===== src/rtl/coin_accum_fsm.sv =====
// coin_accum_fsm: coin credit accumulator with price latch, sale completion, cancel and timeout refund
module coin_accum_fsm #(
  parameter int NUM_COINS = 4,
  parameter int CREDIT_W = 8,
  parameter logic [NUM_COINS*CREDIT_W-1:0] COIN_VALS = {8'd10, 8'd5, 8'd2, 8'd1},
  parameter int TIMEOUT = 16
) (
  input  logic                 clk,
  input  logic                 rst,
  input  logic [NUM_COINS-1:0] coin_in,
  input  logic [CREDIT_W-1:0]  price,
  input  logic                 cancel,
  output logic [CREDIT_W-1:0]  credit,
  output logic                 busy,
  output logic                 state_cmp,
  output logic                 out_rdy,
  output logic [CREDIT_W-1:0]  data_out,
  output logic [CREDIT_W-1:0]  change_out,
  output logic                 refund_vld,
  output logic [CREDIT_W-1:0]  refund_amt,
  output logic                 coin_rej
);
  localparam int CNT_W = $clog2(TIMEOUT + 1);
  typedef enum logic [1:0] {IDLE, COLLECT, DONE, REFUND} state_t;
  state_t state;
  logic [CREDIT_W-1:0] price_q;
  logic [CREDIT_W-1:0] value;
  logic [CREDIT_W:0] sum;
  logic [CNT_W-1:0] cnt;
  logic one_hot;
  logic any_coin;
  always_comb begin
    value = '0;
    for (int i = 0; i < NUM_COINS; i++) value = value | (coin_in[i] ? COIN_VALS[i*CREDIT_W +: CREDIT_W] : '0);
    any_coin = |coin_in;
    one_hot = $onehot(coin_in);
    sum = {1'b0, credit} + {1'b0, value};
  end
  always_ff @(posedge clk) begin
    if (rst) begin
      state <= IDLE;
      credit <= '0;
      price_q <= '0;
      cnt <= '0;
      busy <= 1'b0;
      state_cmp <= 1'b0;
      out_rdy <= 1'b0;
      data_out <= '0;
      change_out <= '0;
      refund_vld <= 1'b0;
      refund_amt <= '0;
      coin_rej <= 1'b0;
    end else begin
      state_cmp <= 1'b0;
      out_rdy <= 1'b0;
      refund_vld <= 1'b0;
      coin_rej <= 1'b0;
      case (state)
        IDLE: begin
          coin_rej <= any_coin && !one_hot;
          if (one_hot) begin
            price_q <= price;
            credit <= value;
            cnt <= '0;
            busy <= 1'b1;
            if (value >= price) begin
              state <= DONE;
              out_rdy <= 1'b1;
              state_cmp <= 1'b1;
              data_out <= value;
              change_out <= value - price;
            end else begin
              state <= COLLECT;
            end
          end
        end
        COLLECT: begin
          if (cancel) begin
            state <= REFUND;
            refund_vld <= 1'b1;
            refund_amt <= credit;
            coin_rej <= any_coin;
          end else if (one_hot && !sum[CREDIT_W]) begin
            credit <= sum[CREDIT_W-1:0];
            cnt <= '0;
            if (sum >= {1'b0, price_q}) begin
              state <= DONE;
              out_rdy <= 1'b1;
              state_cmp <= 1'b1;
              data_out <= sum[CREDIT_W-1:0];
              change_out <= sum[CREDIT_W-1:0] - price_q;
            end
          end else begin
            coin_rej <= any_coin;
            if (cnt == CNT_W'(TIMEOUT - 1)) begin
              state <= REFUND;
              refund_vld <= 1'b1;
              refund_amt <= credit;
            end else begin
              cnt <= cnt + CNT_W'(1);
            end
          end
        end
        default: begin
          state <= IDLE;
          busy <= 1'b0;
          credit <= '0;
          cnt <= '0;
          coin_rej <= any_coin;
        end
      endcase
    end
  end
endmodule

===== config.mk =====
export PLATFORM = sky130hd
export DESIGN_NAME = coin_accum_fsm
export DESIGN_NICKNAME = d
export VERILOG_FILES = /design/src/rtl/coin_accum_fsm.sv
export SDC_FILE = /design/constraint.sdc
export NUM_CORES = 1
export LEC_CHECK = 0
export ABC_AREA = 1
export CORE_MARGIN = 5
export CORE_UTILIZATION = 55
export DETAILED_ROUTE_END_ITERATION = 8
export PLACE_DENSITY = 0.87
export RECOVER_POWER = 100
export REMOVE_ABC_BUFFERS = 1
export SLEW_MARGIN = 30
export SYNTH_ARGS = -nofsm -noshare
export SYNTH_HDL_FRONTEND = slang
export SYNTH_SLANG_ARGS = --single-unit

===== constraint.sdc =====
create_clock -name clk -period 3.53 [get_ports clk]
set_clock_uncertainty 0.15 [all_clocks]
set_input_delay 0.5295 -clock clk [delete_from_list [all_inputs] [get_ports clk]]
set_output_delay 0.5295 -clock clk [all_outputs]
set_load 0.01 [all_outputs]

Yosys cells after proc, flatten, opt, wreduce, memory -nomap -nowiden
Index checks and enable logic that the tools add are counted.
- register bits after elaboration: 51
- output and inout bits: 37
- logic and storage cells: 101
- add/subtract/negate cells: 7
- $lt $le $gt $ge: 2
- eq/ne operators: 12
- mux-type cells: 49
- bitwise operators: 4
- reduce and logical (&&, ||, !) cells: 16
- operators with widths (kind ; number):
    $mux 8 ; 16
    $pmux 8 s2 ; 3
    $mux 5 ; 4
    $mux 2 ; 7
    $mux 1 ; 12
    $ne 2x2->1 const B ; 6
    $reduce_and 3->1 ; 4
    $pmux 5 s2 ; 1
    $add 8x4->9 ; 1
    $ge 9x8->1 ; 1
    $ge 4x8->1 ; 1
    $ne 4x4->1 const B ; 2
    $sub 4x8->8 ; 1
    $sub 8x8->8 ; 1
    $pmux 1 s2 ; 3
    $reduce_and 6->1 ; 1
    $add 5x1->5 const B ; 1
    $eq 5x4->1 const B ; 1
    $add 1x1->2 ; 2
    $mux 4 ; 1
    $or 3x4->4 ; 1
    $pmux 2 s2 ; 1
    $reduce_and 2->1 ; 2
    $reduce_bool 2->1 ; 2
    other kinds (13) ; 15

Longest topological paths before layout
Gate-level depths: netlist of run 1.
- word-level depth: 10
- gate-level depth with buffers: 22
- depth with buffers taken out: 21

Worst setup path after synthesis of run 1
No wires, ideal clock.
- kind: in2reg
- start point: in coin_in[0]
- end point: reg change_out[4]
- library setup time: 0.113 ns
- arrival time: 2.887 ns
- data required time: 3.267 ns
- slack: 0.380 ns
- stages: 21
- buffers on the path: 1
- path through: nor2_1 inv_1 ha_1 inv_1 fa_1 nor2_4 o21ai_0 xor2_1 inv_1 ha_1 nand2_1 nand2_1 nand2_1 nand3_1 nor2_2 nand2_4 nand2_8 buf_12 nand3_2 nand2_1 nor2_2
- word-level cells in the longest chain between the ends: 10
- RTL lines (what ; line ; source):
    start, declared ; 10 ; input logic [NUM_COINS-1:0] coin_in,
    $mux 1 ; 34 ; for (int i = 0; i < NUM_COINS; i++) value = value | (coin_in[i] ? COIN_VALS[i*CREDIT_W +: CREDIT_W] : '0);
    $or 1x2->2 ; 34 ;
    $or 2x3->3 ; 34 ;
    $or 3x4->4 ; 34 ;
    $add 8x4->9 ; 37 ; sum = {1'b0, credit} + {1'b0, value};
    $sub 8x8->8 ; 91 ; change_out <= sum[CREDIT_W-1:0] - price_q;
    $mux 8 ; 86 ; if (sum >= {1'b0, price_q}) begin
    $mux 8 ; 83 ; end else if (one_hot && !sum[CREDIT_W]) begin
    $mux 8 ; 78 ; if (cancel) begin
    $pmux 8 s2 ; 58 ; case (state)
    end signal, assigned ; 71 ; change_out <= value - price;
    end signal, assigned ; 91 ;
    end, declared ; 18 ; output logic [CREDIT_W-1:0] change_out,
Several ways; a longest one is shown, not always the timed one. The select of a mux whose other input is x is not followed.
A chain may end at the register's enable or synchronous reset.

Worst setup path after layout of run 1
- start point: in coin_in[0]
- end point: reg state[0]
- word-level cells in the longest chain between the ends: 10
- RTL lines (what ; line ; source):
    branches (longest 10 deep; another with $add 8x4->9) ; -- ;
    end signal, assigned ; 67 ; state <= DONE;
    end signal, assigned ; 79 ; state <= REFUND;
    end signal, assigned ; 87 ; state <= DONE;
    end, declared ; 25 ; state_t state;
Parallel ways; which one is timed is not known. The select of a mux whose other input is x is not followed.

==> flow_metrics.env, run 1 <==
export IMPL_status="finished clean"
export IMPL_met1_length_um=4260
export IMPL_r2r_end="state[0]"
export IMPL_antenna_found_initial=0
export IMPL_hold_start="refund_amt[2]"
export IMPL_gr_total_overflow=0
export IMPL_endpoint_kind="flip-flop"
export IMPL_dr_pass1_iters=5
export IMPL_synthAdderAreaFrac_pct=9.40
export IMPL_arrival_ns=3.48
export IMPL_grt_pass1_wl_um=15100
export IMPL_grt_usage_pct=21.6
export IMPL_critPathMaxStageDelay_ns=0.49
export IMPL_numCtsBuffers=5
export IMPL_worstSkewPairLatency_ns=0.31
export IMPL_fmax_ghz=0.293
export IMPL_yosysUniqueCellTypes=37
export IMPL_core_um2=6390
export IMPL_pwr_share_clk_pct=14.4
export IMPL_crit_type="in2reg"
export IMPL_start_util_pct=57.1
export IMPL_dp_cells=676
export IMPL_path_common_cell="inv_1"
export IMPL_rr_worst_depth=18
export IMPL_diodes=0
export IMPL_ant_nets=0
export IMPL_die_w_um=91.4
export IMPL_comb_power_share_pct=59.2
export IMPL_vias=3689
export IMPL_setup_tns_ns=0
export IMPL_synth_seq_cells=51
export IMPL_max_slew_margin_pct=61.1
export IMPL_drive_above_1_share_pct=19.9
export IMPL_drt_iter0_drc=294
export IMPL_synth_xor_area_share_pct=1.44
export IMPL_tritoncts="done"
export IMPL_clkSlewWorstSetupHoldPaths_ns=0.09
export IMPL_num_io_pins=52
export IMPL_critPathRequiredTime_ns=3.60
export IMPL_dieArea_um2=8360
export IMPL_placed_cell_area_um2=4400
export IMPL_hold_class="reg2reg"
export IMPL_dp_final_hpwl_um=7110
export IMPL_port_buffers=51
export IMPL_yosysWarnings=0
export IMPL_synth_simple_area_share_pct=34.6
export IMPL_tightest_slew_ns=0.583
export IMPL_fin_hold_ws_ns=0.314
export IMPL_wl_met3_um=601
export IMPL_layout_commonest_cell="nand2_1"
export IMPL_swShare_pct=45.3
export IMPL_place_congestion=0.893
export IMPL_yosysSeqAreaShare_pct=28.0
export IMPL_synth_top_family_by_area="simple AND/OR/NAND/NOR gates"
export IMPL_r2r_slack_ns=0.51
export IMPL_fin_nets=653
export IMPL_p_leak_nw=2.38
export IMPL_internal_power_mw=1.40
export IMPL_wl_um=10100
export IMPL_setup_violations=0
export IMPL_rows=29
export IMPL_cp_slowest_cell="clkdlybuf4s50_1"
export IMPL_drc=0
export IMPL_root_buffer="clkbuf_8"
export IMPL_wl_per_cell_um=14.6
export IMPL_die_h_um=91.4
export IMPL_finalHoldViolations=0
export IMPL_cp_cell_sequence="clkdlybuf4s50_1, nor2_2, inv_1, ha_2, inv_1, fa_2, nor2_4, nor2_4, xor2_1, inv_1, ha_4, nand2_1, nor2_1, nand2_1, nand3_2, nand3_4, buf_4, nand3_1, nand3_1, nand2_1, inv_1"
export IMPL_fin_crit_ns=3.41
export IMPL_setup_ws_ns=0.117
export IMPL_report_final_slew_viol_count=0
export IMPL_fin_crit_sh_pct=96.7
export IMPL_clock_sinks=51
export IMPL_clockBufferDepth=2
export IMPL_cap_violations=0
export IMPL_holdPathStages=2
export IMPL_wl_met2_um=5040
export IMPL_nFillCells=483
export IMPL_muxShareOfSynthArea_pct=0.274
export IMPL_synth_area_um2=3650
export IMPL_pre_cts_ws_ns=-0.281
export IMPL_power_frac_seq_pct=26.4
export IMPL_syn_inst=529
export IMPL_syn_area_per_cell_um2=6.89
export IMPL_grt_max_degree=34
export IMPL_peakVddDrop_v=0.000401
export IMPL_via_per_inst=5.34
export IMPL_layout_common_cells="nand2_1, inv_1, dfxtp_1"
export IMPL_top_layer="met4"
export IMPL_switching_power_mw=1.16
export IMPL_design_area_um2=4690
export IMPL_area_delta_synth_final_pct=28.6
export IMPL_cp_max_fo=4
export IMPL_htreeDepth=2
export IMPL_layout_cells_non_filler=691
export IMPL_critPathLaunchType="input pin"
export IMPL_p_per_area_nw_per_um2=546
export IMPL_synth_compound_area_share_pct=12.1
export IMPL_grt_pass1_vias=3366
export IMPL_reg2reg_from="credit[0]"
export IMPL_holdPathEnd="refund_amt[2]"
-- Yosys cell counts, drive strengths merged --
cell type / n / area share (%)
nand2: 132 / 16
inv: 94 / 9.7
nor2: 56 / 7.3
nand3: 54 / 9.6
dfxtp: 51 / 28
a21oi: 43 / 6.6
o21ai: 33 / 4.6
ha: 21 / 7.2
buf: 13 / 3.4
nand4: 6 / 1.0
clkinv: 4 / 0.48
fa: 4 / 2.2
xor2: 4 / 0.96
clkbuf: 3 / 0.58
nor3: 3 / 0.41
xnor2: 2 / 0.48
a31oi: 1 / 0.17
mux2i: 1 / 0.27
nand3b: 1 / 0.21
nor3b: 1 / 0.21
o211ai: 1 / 0.21
o21bai: 1 / 0.51
-- registers in the layout, indices dropped and copies added, names as in the netlist --
signal,count
coin_rej,1
busy,1
cnt,5
change_out,8
refund_vld,1
refund_amt,8
credit,8
price_q,8
state,2
out_rdy,1
data_out,8
-- metal layers --
layer	GRT usage [%]	vias to the layer above
li1	-	1840
met1	27.4	1695
met2	37.3	137
met3	3.22	17
met4	7.33	0
met5	0	-
-- how the worst max path moves through the flow --
stage | startpoint | to | slack (ns)
final | coin_in[0] | state[0] | 0.12
after global placement | coin_in[0] | change_out[2] | -0.23
after floorplan | coin_in[0] | change_out[0] | 0.34
after detailed placement | coin_in[0] | change_out[2] | -0.28
after global routing | coin_in[0] | data_out[1] | -0.07
after CTS | coin_in[3] | change_out[2] | 0.007
-- cell type report --
cell class              instances  area [um2]  area share (%)
multi-input cells             368        2270            48.4
well taps                      77        96.3            2.05
clock buffers                   6        82.6            1.76
inverters                      98         369            7.87
clock inverters                 2        16.3           0.347
flip-flops and latches         51        1020            21.8
repair buffers                 89         836            17.8
-- logic make-up (layout without fill, tap and decap cells) --
group | after synthesis | in the layout
xor gates and xnor gates | 6 | 6
muxes | 1 | 1
DFF | 51 | 51
adders and majority gates | 25 | 25
buffers and inverters | 114 | 195
and+or+nand+nor | 253 | 257
AOI/OAI and AO/OA | 79 | 79
-- critical path: cells and delay by family --
kind | cells | cell delay, ns
simple gates | 11 | 1.05
buf+inv | 6 | 0.89
fa+ha+maj | 3 | 0.86
xor+xnor | 1 | 0.16
-- metrics by stage --
step           total power, mW  util (%)
2_1_floorplan             1.51         -
3_3_place_gp              1.96      68.9
3_5_place_dp              2.00      68.9
4_1_cts                   2.38      70.4
5_1_grt                   2.73      73.5
6_report                  2.56      73.5
-- timing repair --
item,4_1_cts,5_1_grt
hold buffers,0,0
gates resized for setup,0,26
setup buffers,0,3
endpoints found under the hold margin,0,0
endpoints found under the setup margin,0,19
-- power groups by stage --
stage          sequential (mW)  clock, mW  combinational [mW]
2_1_floorplan            0.699          0               0.808
3_3_place_gp             0.689          0                1.27
3_5_place_dp             0.690          0                1.31
4_1_cts                  0.678      0.372                1.33
5_1_grt                  0.684      0.395                1.65
6_report                 0.678      0.369                1.52
(Power assumes the default switching activity.)
==> run 2: changes to the inputs <==
clock period = 3.8 ns   (was 3.53 ns; I/O delays follow)
==> flow_metrics.env, run 2 (same netlist as run 1, synthesis figures left out) <==
export IMPL_critPathMaxStageDelay_ns=0.49
export IMPL_critPathRequiredTime_ns=3.89
export IMPL_ctsHoldBuffers=0
export IMPL_setup_ws_ns=0.178
export IMPL_ant_nets=0
export IMPL_die_h_um=91.4
export IMPL_tritoncts="done"
export IMPL_grt_max_degree=34
export IMPL_swShare_pct=43.6
export IMPL_fmax_ghz=0.276
export IMPL_p_per_area_nw_per_um2=505
export IMPL_drive_above_1_share_pct=13.6
export IMPL_wl_um=9170
export IMPL_comb_power_share_pct=52.9
export IMPL_pre_cts_ws_ns=-0.150
export IMPL_top_usage_layer="met2"
export IMPL_fin_nets=633
export IMPL_via_per_inst=5.31
export IMPL_core_um2=6390
export IMPL_grt_pass1_wl_um=14600
export IMPL_grt_pass1_vias=3285
export IMPL_wl_per_cell_um=13.7
export IMPL_fin_crit_ns=3.62
export IMPL_rsz0062_at_grt="false"
export IMPL_max_slew_margin_pct=61.3
export IMPL_dieArea_um2=8360
export IMPL_crit_type="in2reg"
export IMPL_path_common_cell="nand2_1"
export IMPL_antenna_found_initial=0
export IMPL_layout_cells_non_filler=671
export IMPL_internal_power_mw=1.25
export IMPL_root_buffer="clkbuf_8"
export IMPL_gr_total_overflow=0
export IMPL_fin_crit_sh_pct=95.3
export IMPL_drt_iter0_drc=336
export IMPL_clkSlewWorstSetupHoldPaths_ns=0.10
export IMPL_htreeDepth=2
export IMPL_cap_violations=0
export IMPL_cts_resized=0
export IMPL_layout_common_cells="nand2_1, inv_1, dfxtp_1"
export IMPL_layout_commonest_cell="nand2_1"
export IMPL_grt_use_met2_pct=35.4
export IMPL_cp_cell_sequence="clkdlybuf4s50_1, buf_4, inv_1, fa_1, inv_1, ha_1, ha_1, nor2_1, nand2_1, o21bai_1, nand2_1, nand2_4, nor2_4, nand2_1, o21ai_1"
export IMPL_worstSkewPairLatency_ns=0.31
export IMPL_p_leak_nw=2.24
export IMPL_met3_usage_pct=3.14
export IMPL_clockBufferDepth=2
export IMPL_cts_setup_buffers=0
export IMPL_num_io_pins=52
export IMPL_port_buffers=51
export IMPL_start_util_pct=57.1
export IMPL_status="finished clean"
export IMPL_rows=29
export IMPL_setup_violations=0
export IMPL_dp_cells=661
export IMPL_switching_power_mw=0.965
export IMPL_report_final_slew_viol_count=0
export IMPL_finalHoldViolations=0
export IMPL_place_congestion=0.935
export IMPL_grt_usage_pct=21.0
export IMPL_use_met1_pct=27.1
export IMPL_cp_max_fo=8
export IMPL_dp_final_hpwl_um=6890
export IMPL_tightest_slew_ns=0.580
export IMPL_power_frac_seq_pct=28.5
export IMPL_endpoint_kind="flip-flop"
export IMPL_critPathLaunchType="input pin"
export IMPL_nFillCells=546
export IMPL_clock_sinks=51
export IMPL_die_w_um=91.4
export IMPL_pwr_share_clk_pct=18.6
export IMPL_drc=0
export IMPL_arrival_ns=3.71
export IMPL_diodes=0
export IMPL_vias=3566
export IMPL_numCtsBuffers=5
export IMPL_hold_class="reg2reg"
export IMPL_peakVddDrop_v=0.000289
export IMPL_cp_slowest_cell="clkdlybuf4s50_1"
export IMPL_area_delta_synth_final_pct=20.1
export IMPL_dr_pass1_iters=6
-- run 2: cell count changes in the layout (fill, tap and decap cells not counted), moves of 4 or more --
cell     change
a21oi_1      +7
a21oi_2      -7
buf_4       -14
ha_1         +4
nand3_1      +5
nand3_2      -4
-- run 2: final timing paths --
kind | from | endpoint | slack, ns | cells past startpoint
min | refund_amt[2] | refund_amt[2] | 0.32 | 2
max reg2reg | credit[0] | data_out[4] | 0.62 | 17
min reg2reg | refund_amt[2] | refund_amt[2] | 0.32 | 2
max | coin_in[3] | credit[5] | 0.18 | 15
-- run 2: area by class of cell --
class / count / area [um2] / area share [%]
clock inverters: 2 / 38.8 / 0.885
clock buffers: 6 / 82.6 / 1.88
repair buffers: 71 / 657 / 15.0
well taps: 77 / 96.3 / 2.20
multi-input cells: 366 / 2120 / 48.3
inverters: 98 / 369 / 8.42
flip-flops and latches: 51 / 1020 / 23.3
-- run 2: worst max-delay path: cells and delay by family --
family / cells / cell delay, ns
and+or+nand+nor: 6 / 0.98
adders and majority gates: 3 / 0.93
buffers and inverters: 4 / 0.78
AOI/OAI and AO/OA: 2 / 0.42
-- run 2: per-stage QoR --
stage / hold WS (ns) / power (mW) / area [um2] / setup TNS (ns) / utilization (%)
after floorplan: 0.288 / 1.40 / 3500 / 0 / -
after global placement: 0.301 / 1.73 / 4260 / 0 / 66.7
after detailed placement: 0.309 / 1.77 / 4260 / -1.90 / 66.7
after CTS: 0.324 / 2.19 / 4380 / 0 / 68.6
after global routing: 0.352 / 2.37 / 4380 / 0 / 68.6
final: 0.318 / 2.21 / 4380 / 0 / 68.6
-- run 2: power by group through the flow --
stage | Clock (mW) | Combinational, mW | Sequential (mW)
2_1_floorplan | 0 | 0.750 | 0.650
3_3_place_gp | 0 | 1.09 | 0.641
3_5_place_dp | 0 | 1.13 | 0.644
4_1_cts | 0.416 | 1.15 | 0.632
5_1_grt | 0.438 | 1.29 | 0.638
6_report | 0.411 | 1.17 | 0.631
-- run 2: metal layers --
metal / up-vias / part of all wire [%]
li1: 1787 / -
met1: 1646 / 43
met2: 110 / 50
met3: 23 / 5.6
met4: 0 / 2.1
met5: - / 0
